## config.mk

```make
export PLATFORM = sky130hd
export DESIGN_NAME = div8by4_unsigned_seq_flat
export DESIGN_NICKNAME = d
export VERILOG_FILES = /design/src/rtl/div8by4_unsigned_seq_if.sv /design/src/rtl/div8by4_unsigned_seq.sv /design/src/flat_wrapper.sv
export SDC_FILE = /design/constraint.sdc
export NUM_CORES = 1
export LEC_CHECK = 0
export CAP_MARGIN = 25
export CORE_MARGIN = 1
export CORE_UTILIZATION = 55
export CTS_CLUSTER_DIAMETER = 80
export DETAILED_ROUTE_END_ITERATION = 10
export PLACE_DENSITY = 0.94
export SETUP_SLACK_MARGIN = 0.4
export SYNTH_ARGS = -nofsm -noshare
export SYNTH_HDL_FRONTEND = slang
export SYNTH_SLANG_ARGS = --single-unit
export TNS_END_PERCENT = 10
```

## constraint.sdc

```tcl
create_clock -name clk -period 2.8 [get_ports clk]
set_input_delay 0.56 -clock clk [delete_from_list [all_inputs] [get_ports clk]]
set_output_delay 0.56 -clock clk [all_outputs]
set_load 0.05 [all_outputs]
```

## src/rtl/div8by4_unsigned_seq_if.sv

```systemverilog
// Start/Done handshake and operand/result bundle for the 8-by-4 unsigned divider.
// The master drives a request; the slave (the divider) returns results and status.
interface div8by4_unsigned_seq_if;
  logic       Start;
  logic [7:0] Dividend;
  logic [3:0] Divisor;
  logic [7:0] Quotient;
  logic [3:0] Remainder;
  logic       Done;
  logic       Busy;
  logic       DivByZero;

  modport master (
    output Start, Dividend, Divisor,
    input  Quotient, Remainder, Done, Busy, DivByZero
  );

  modport slave (
    input  Start, Dividend, Divisor,
    output Quotient, Remainder, Done, Busy, DivByZero
  );
endinterface

```

## src/rtl/div8by4_unsigned_seq.sv

```systemverilog
// Sequential 8-bit by 4-bit unsigned restoring divider.
// One quotient bit is resolved per clock with a single trial subtractor.
// Eight iterations follow a Start.
// A zero divisor completes immediately with Quotient=FF and the DivByZero flag set.
module div8by4_unsigned_seq (
  input  logic                         clk,
  input  logic                         rst_n,
  div8by4_unsigned_seq_if.slave        bus
);

  typedef enum logic [0:0] {
    ST_IDLE = 1'b0,
    ST_RUN  = 1'b1
  } state_t;

  state_t     state_q;
  logic [7:0] q_q;          // quotient shift register, dividend bits shift out the top
  logic [7:0] q_d;
  logic [4:0] r_q;          // partial remainder
  logic [4:0] r_d;
  logic [3:0] d_q;          // captured divisor
  logic [2:0] cnt_q;        // iteration counter, last iteration when 7
  logic [7:0] quotient_q;
  logic [3:0] remainder_q;
  logic       done_q;
  logic       busy_q;
  logic       dbz_q;

  logic [5:0] s_s;          // shifted partial remainder, widened by r_q[4]
  logic [5:0] t_s;          // trial difference, bit 5 is the borrow/sign

  // One restoring step: shift in the next dividend bit and try to subtract the divisor.
  // r_q[4] is always 0 between iterations, because the remainder stays below the divisor.
  // Because of that, including it as the top bit of S does not change the result.
  always_comb begin
    s_s = {r_q, q_q[7]};
    t_s = s_s - {2'b00, d_q};
    if (t_s[5] == 1'b0) begin
      r_d = t_s[4:0];
      q_d = {q_q[6:0], 1'b1};
    end else begin
      r_d = s_s[4:0];
      q_d = {q_q[6:0], 1'b0};
    end
  end

  // Control FSM, iteration datapath and registered result/status outputs.
  always_ff @(posedge clk or negedge rst_n) begin
    if (!rst_n) begin
      state_q     <= ST_IDLE;
      q_q         <= 8'h00;
      r_q         <= 5'h00;
      d_q         <= 4'h0;
      cnt_q       <= 3'd0;
      quotient_q  <= 8'h00;
      remainder_q <= 4'h0;
      done_q      <= 1'b0;
      busy_q      <= 1'b0;
      dbz_q       <= 1'b0;
    end else begin
      done_q <= 1'b0;
      case (state_q)
        ST_IDLE: begin
          if (bus.Start) begin
            q_q   <= bus.Dividend;
            d_q   <= bus.Divisor;
            r_q   <= 5'h00;
            cnt_q <= 3'd0;
            if (bus.Divisor != 4'h0) begin
              state_q <= ST_RUN;
              busy_q  <= 1'b1;
            end else begin
              // Divide by zero completes on the sampling edge without iterating.
              quotient_q  <= 8'hFF;
              remainder_q <= 4'h0;
              dbz_q       <= 1'b1;
              done_q      <= 1'b1;
              busy_q      <= 1'b0;
            end
          end else begin
            busy_q <= 1'b0;
          end
        end
        ST_RUN: begin
          q_q   <= q_d;
          r_q   <= r_d;
          cnt_q <= cnt_q + 3'd1;
          if (cnt_q == 3'd7) begin
            quotient_q  <= q_d;
            remainder_q <= r_d[3:0];
            dbz_q       <= 1'b0;
            done_q      <= 1'b1;
            busy_q      <= 1'b0;
            state_q     <= ST_IDLE;
          end else begin
            busy_q <= 1'b1;
          end
        end
        default: begin
          state_q <= ST_IDLE;
          busy_q  <= 1'b0;
        end
      endcase
    end
  end

  assign bus.Quotient  = quotient_q;
  assign bus.Remainder = remainder_q;
  assign bus.Done      = done_q;
  assign bus.Busy      = busy_q;
  assign bus.DivByZero = dbz_q;

endmodule
```

## src/flat_wrapper.sv

```systemverilog
// flat-port wrapper written by rule: the top's interface ports become plain ports
module div8by4_unsigned_seq_flat 
  (clk, rst_n, bus_Start, bus_Dividend, bus_Divisor, bus_Quotient, bus_Remainder, bus_Done, bus_Busy, bus_DivByZero);
  div8by4_unsigned_seq_if bus_i ();
  input  logic clk;
  input  logic rst_n;
  input wire logic [$bits(bus_i.Start)-1:0] bus_Start;
  input wire logic [$bits(bus_i.Dividend)-1:0] bus_Dividend;
  input wire logic [$bits(bus_i.Divisor)-1:0] bus_Divisor;
  output wire logic [$bits(bus_i.Quotient)-1:0] bus_Quotient;
  output wire logic [$bits(bus_i.Remainder)-1:0] bus_Remainder;
  output wire logic [$bits(bus_i.Done)-1:0] bus_Done;
  output wire logic [$bits(bus_i.Busy)-1:0] bus_Busy;
  output wire logic [$bits(bus_i.DivByZero)-1:0] bus_DivByZero;
  assign bus_i.Start = bus_Start;
  assign bus_i.Dividend = bus_Dividend;
  assign bus_i.Divisor = bus_Divisor;
  assign bus_Quotient = bus_i.Quotient;
  assign bus_Remainder = bus_i.Remainder;
  assign bus_Done = bus_i.Done;
  assign bus_Busy = bus_i.Busy;
  assign bus_DivByZero = bus_i.DivByZero;
  div8by4_unsigned_seq u_core (.clk(clk), .rst_n(rst_n), .bus(bus_i));
endmodule
```

==> results of run 1 <==
[cell families (layout without fill, tap and decap cells)]
family,after synthesis,count (layout)
flops,35,35
fa+ha+maj,7,7
xor+xnor,2,2
simple gates,45,45
compound gates,50,50
mux,6,6
buf+inv,26,58
[final timing paths]
kind	start	end	slack (ns)	cells after the start
max	u_core.bus.Remainder[1]$_DFFE_PN0P_	bus_Remainder[1]	0.70	1
min	u_core.cnt_q[0]$_DFFE_PN0P_	u_core.cnt_q[0]$_DFFE_PN0P_	0.49	1
max reg2reg	u_core.state_q$_DFF_PN0_	u_core.bus.Quotient[1]$_DFFE_PN0P_	0.72	6
min reg2reg	u_core.cnt_q[0]$_DFFE_PN0P_	u_core.cnt_q[0]$_DFFE_PN0P_	0.49	1
max in group asynchronous	rst_n	u_core.bus.Quotient[5]$_DFFE_PN0P_	1.88	2
min in group asynchronous	rst_n	u_core.bus.Remainder[0]$_DFFE_PN0P_	0.62	2
[power groups by stage]
stage / sequential (mW) / clock, mW / combinational, mW
CTS: 0.900 / 0.379 / 1.76
floorplan: 1.20 / 0 / 1.01
global route: 0.930 / 0.401 / 1.94
finish: 0.901 / 0.377 / 1.77
global placement: 0.898 / 0 / 1.68
detailed placement: 0.912 / 0 / 1.76
[cell usage in the layout (no fill, tap or decap), drive strengths merged]
cell,count
dfrtp,35
nand3,3
a21o,2
clkinv,2
nor2b,2
o21ai,6
nor2,15
mux2i,2
o22a,1
and3,3
ha,6
mux2,4
a21oi,13
nor3,1
inv,17
o211a,8
and2,1
nand2,16
fa,1
nor4,2
or3,1
o2111ai,1
o2111a,1
a32o,1
buf,3
clkbuf,6
a31o,1
a31oi,9
o22ai,5
nand2b,1
bufinv,1
clkdlybuf4s50,29
a22o,2
xor2,2
[layout make-up]
type	count	area, um^2
clock buffers	6	51.30
flip-flops and latches	35	875.8
clock inverters	2	35.03
multi-input cells	110	740.7
well taps	31	38.79
fillers	190	730.7
inverters	18	67.56
repair buffers	32	312.8
[state kept, by name, indices dropped and copies added, names as in the netlist]
name                  count
u_core.bus.Done           1
u_core.r_q                5
u_core.bus.DivByZero      1
u_core.d_q                4
u_core.q_q                8
u_core.bus.Quotient       8
u_core.bus.Remainder      4
u_core.cnt_q              3
u_core.state_q            1
[layer usage]
layer	track usage (%)	vias up	part of all wire [%]
li1	-	664	-
met1	31.63	665	40
met4	12.24	0	3.2
met2	40.72	63	50
met3	7.366	14	6.8
met5	0	-	0
[stage by stage]
stage / hold WS (ns) / power (mW)
5_1_grt: 0.5098 / 3.270
3_3_place_gp: 0.4717 / 2.578
2_1_floorplan: 0.2644 / 2.206
3_5_place_dp: 0.4867 / 2.675
4_1_cts: 0.4981 / 3.043
6_report: 0.4908 / 3.045
==> flow_metrics.env, run 1 <==
export IMPL_p_sw_share_pct=44.96
export IMPL_setup_violations=0
export IMPL_cp_end_kind="primary output"
export IMPL_worstPathArrival_ns=1.54
export IMPL_dp_slack_ns=0.4679
export IMPL_failed_checks="design-rule violations"
export IMPL_synth_seq_cells=35
export IMPL_switching_power_mw=1.369
export IMPL_hp_class="reg -> reg"
export IMPL_grt_util_all_layers_pct=25.36
export IMPL_wl_per_cell_um=15.62
export IMPL_placedCellCount=226
export IMPL_syn_area_per_cell_um2=10.04
export IMPL_synthXorXnorAreaFrac_pct=1.020
export IMPL_grt_pass1_wl_um=6382
export IMPL_clkSlewWorstSetupHoldPaths_ns=0.10
export IMPL_synthTopCellsByArea="dfrtp_1 (51%), o211a_1 (4.7%), ha_1 (4.4%)"
export IMPL_slew_violations=0
export IMPL_crit_path_top_delay_cell="clkdlybuf4s50_1"
export IMPL_remaining_drc_errors=1
export IMPL_vdd_drop_max_uv=689.3
export IMPL_stdcell_area_mm2=0.002122
export IMPL_layoutNonFillerInstCount=234
export IMPL_num_io_pins=30
export IMPL_start_kind="flip-flop"
export IMPL_syn_instance_count=171
export IMPL_antenna_cells=0
export IMPL_antenna_found_initial=0
export IMPL_max_cap_violations=0
export IMPL_pwr_share_seq_pct=29.6
export IMPL_finClkSkew_ns=0.007926
export IMPL_gp_congestion=0.8651
export IMPL_final_core_util_pct=74.39
export IMPL_dp_hpwl_um=2683
export IMPL_setup_slack_ns=0.7039
export IMPL_ctsRootBufferMaster="clkbuf_4"
export IMPL_tightest_slew_ns=0.5331
export IMPL_cts_tree="built"
export IMPL_status="complete, but fails checks"
export IMPL_synthArstFlopShare_pct=100.0
export IMPL_cp_slowest_stage_delay_ns=0.82
export IMPL_vias_per_cell=6.009
export IMPL_synthMuxAreaShare_pct=3.790
export IMPL_synthSimpleGateAreaFrac_pct=11.88
export IMPL_drt_antenna_violating_nets=0
export IMPL_slew_headroom_pct=64.13
export IMPL_synth_adder_area_share_pct=5.539
export IMPL_cts_buffers=5
export IMPL_synth_top_family_by_area="compound AO/OA/AOI/OAI gates"
export IMPL_io_buffers=29
export IMPL_initial_core_util_pct=60.18
export IMPL_synthTopCellsByCount="dfrtp_1 (35), inv_1 (16), nand2_1 (16)"
export IMPL_yosysWarnings=0
export IMPL_crit_buf_inv=1
export IMPL_area_growth_pct=23.62
export IMPL_p_leak_nw=1.034
export IMPL_die_area_mm2=0.003348
export IMPL_clockPowerShare_pct=12.4
export IMPL_ys_flop_type="dfrtp_1"
export IMPL_clock_sinks=35
export IMPL_synth_compound_area_share_pct=20.92
export IMPL_grt_max_degree=36
export IMPL_syn_num_nets=193
export IMPL_cts_resized=0
export IMPL_cts_htree_levels=2
export IMPL_hold_viol=0
export IMPL_critPathRequiredTime_ns=2.24
export IMPL_chipWidth_um=57.87
export IMPL_synth_edff_count=0
export IMPL_gr_total_overflow=0
export IMPL_p_per_area_mw_per_mm2=1435
export IMPL_firstDrtPassIters=7
export IMPL_drtIter0Drc=50
export IMPL_clock_latency_ns=0.34
export IMPL_tns_ns=0
export IMPL_ys_seq_area_share_pct=51.02
export IMPL_path_class="reg -> out"
export IMPL_post_route_period_util_pct=74.86
export IMPL_rsz0062_at_grt="false"
export IMPL_layout_drive_gt1_share_pct=9.852
export IMPL_yosysMostFrequentCell="dfrtp_1"
export IMPL_critPathTopFamily="buffers and inverters"
export IMPL_num_rows=19
export IMPL_syn_cell_area_mm2=0.001717
export IMPL_clockBufferDepth=2
export IMPL_p_comb_share_pct=58.0
export IMPL_ctsHoldBuffers=0
export IMPL_crit_chain="clkdlybuf4s50_1"
export IMPL_yosysTopAreaCell="dfrtp_1"
export IMPL_internal_power_mw=1.676
export IMPL_grt_pass1_vias=1408
export IMPL_post_cts_setup_buffer_count=0
export IMPL_via_count=1406
export IMPL_coreArea_mm2=0.002853
export IMPL_place_area_mm2=0.002036
export IMPL_synth_cell_types=36
export IMPL_die_h_um=57.87
export IMPL_fin_crit_ns=2.096
export IMPL_nNetsFinal=224
export IMPL_fmax_mhz=477.1
export IMPL_path_max_fanout=2
export IMPL_totalWireLength_um=3655
export IMPL_synth_top_cell_area_share_pct=51.02
Note: power is estimated with default switching activity, not from simulation.
==> run 2: changes to the inputs <==
--- a/config.mk
+++ b/config.mk
@@ -7,10 +7,10 @@
 export LEC_CHECK = 0
 export CAP_MARGIN = 25
 export CORE_MARGIN = 1
-export CORE_UTILIZATION = 55
+export CORE_UTILIZATION = 52
 export CTS_CLUSTER_DIAMETER = 80
 export DETAILED_ROUTE_END_ITERATION = 10
-export PLACE_DENSITY = 0.94
+export PLACE_DENSITY = 0.9
 export SETUP_SLACK_MARGIN = 0.4
 export SYNTH_ARGS = -nofsm -noshare
 export SYNTH_HDL_FRONTEND = slang
==> constraint.sdc (replaced) <==
create_clock -name clk -period 2.05 [get_ports clk]
set_input_delay 0.41 -clock clk [delete_from_list [all_inputs] [get_ports clk]]
set_output_delay 0.41 -clock clk [all_outputs]
set_load 0.05 [all_outputs]
==> flow_metrics.env, run 2 (same netlist as run 1, synthesis figures left out) <==
export IMPL_wl_per_cell_um=16.27
export IMPL_hp_class="in -> async"
export IMPL_path_class="reg -> reg"
export IMPL_clockBufferDepth=2
export IMPL_num_rows=20
export IMPL_drt_antenna_violating_nets=0
export IMPL_status="complete, no violations"
export IMPL_grt_pass1_wl_um=6375
export IMPL_hold_viol=0
export IMPL_gr_total_overflow=0
export IMPL_antenna_found_initial=0
export IMPL_start_kind="flip-flop"
export IMPL_drtIter0Drc=97
export IMPL_grt_pass1_vias=1490
export IMPL_final_cell_mix="dfrtp_1 (33), buf_4 (18), nand2_1 (16)"
export IMPL_tns_ns=0
export IMPL_cts_htree_levels=2
export IMPL_firstDrtPassIters=4
export IMPL_num_fill_cells=227
export IMPL_grt_util_all_layers_pct=25.09
export IMPL_clock_latency_ns=0.36
export IMPL_path_max_fanout=5
export IMPL_fin_crit_ns=1.915
export IMPL_grt_max_degree=36
export IMPL_stdcell_area_mm2=0.002359
export IMPL_initial_core_util_pct=55.32
export IMPL_die_area_mm2=0.003535
export IMPL_gp_congestion=0.8924
export IMPL_rsz0062_at_grt="true"
export IMPL_post_route_period_util_pct=93.39
export IMPL_area_growth_pct=37.39
export IMPL_cts_tree="built"
export IMPL_crit_start="u_core.d_q[1]$_DFFE_PN0P_"
export IMPL_remaining_drc_errors=0
export IMPL_slew_violations=0
export IMPL_place_area_mm2=0.002108
export IMPL_layout_commonest_cell="dfrtp_1"
export IMPL_slew_headroom_pct=66.80
export IMPL_setup_violations=0
export IMPL_clkSlewWorstSetupHoldPaths_ns=0.11
export IMPL_antenna_cells=0
export IMPL_chipWidth_um=59.46
export IMPL_timing_rr_start="u_core.d_q[1]$_DFFE_PN0P_"
export IMPL_layout_drive_gt1_share_pct=27.06
export IMPL_nNetsFinal=239
export IMPL_via_count=1554
export IMPL_vias_per_cell=5.931
export IMPL_fmax_mhz=522.3
export IMPL_max_cap_violations=0
export IMPL_rr_worst_depth=7
export IMPL_dp_hpwl_um=2759
export IMPL_die_h_um=59.46
export IMPL_worstPathArrival_ns=2.16
export IMPL_io_buffers=29
export IMPL_num_io_pins=30
export IMPL_cp_end_kind="flip-flop"
export IMPL_clock_sinks=35
export IMPL_totalWireLength_um=4263
export IMPL_tightest_slew_ns=0.4981
export IMPL_cts_buffers=5
export IMPL_critPathRequiredTime_ns=2.29
export IMPL_coreArea_mm2=0.003103
export IMPL_ctsRootBufferMaster="clkbuf_4"
export IMPL_finClkSkew_ns=0.01188
-- run 2: cell types whose count changed in the layout (fill, tap and decap cells not counted), sizes merged --
cell	change
buf	+16
clkdlybuf4s50	-15
dlygate4sd2	+14
-- run 2: layer usage --
metal / up-vias / GRT usage (%) / part of all wire (%)
met5: - / 0 / 0
met4: 0 / 17.01 / 2.7
met3: 12 / 5.677 / 7.6
met2: 84 / 41.09 / 50
met1: 763 / 29.23 / 39
li1: 695 / - / -
-- run 2: repair_timing --
action / in CTS / in global routing
endpoints found under the hold margin: 0 / 0
setup buffers: 3 / 8
pin swaps: 4 / 14
resized for setup: 21 / 16
hold buffers: 0 / 0
setup endpoints to repair: 32 / 32
-- run 2: through the flow --
step	utilization, %	hold WS, ns	setup slack [ns]	cells
after global routing	76.01	0.4945	0.1025	262
after global placement	67.94	0.4720	0.1983	243
after detailed placement	67.94	0.4944	0.09164	243
after floorplan	-	0.1144	0.3262	171
after CTS	71.98	0.4649	0.1483	254
final	76.01	0.4493	0.1355	262
-- run 2: path summary, 6_finish.rpt --
check / slack [ns] / end
max in group asynchronous: 1.26 / u_core.state_q$_DFF_PN0_
max reg2reg: 0.14 / u_core.r_q[1]$_DFFE_PN0P_
max: 0.14 / u_core.r_q[1]$_DFFE_PN0P_
min: 0.45 / u_core.bus.Quotient[6]$_DFFE_PN0P_
min reg2reg: 0.52 / u_core.d_q[3]$_DFFE_PN0P_
min in group clk: 0.52 / u_core.d_q[3]$_DFFE_PN0P_
-- run 2: final cells by class --
class	instances	area (um^2)	area share [%]
flip-flops and latches	35	878.3	37.24
multi-input cells	110	853.3	36.18
repair buffers	47	417.9	17.72
inverters	18	67.56	2.865
well taps	44	55.05	2.334
clock buffers	6	51.30	2.175
clock inverters	2	35.03	1.485
-- run 2: critical path: stages (launching register included) --
cell and delay [ns]:
dfrtp_1 0.40, inv_2 0.09, ha_4 0.21, nor2b_1 0.14, o2111ai_2 0.19, o2111a_2 0.34, mux2i_2 0.30, o22ai_1 0.14
Power of run 2 is left out: the tool's default activity adds up to more than one toggle a clock period on the data nets, which glitch-free logic cannot reach.
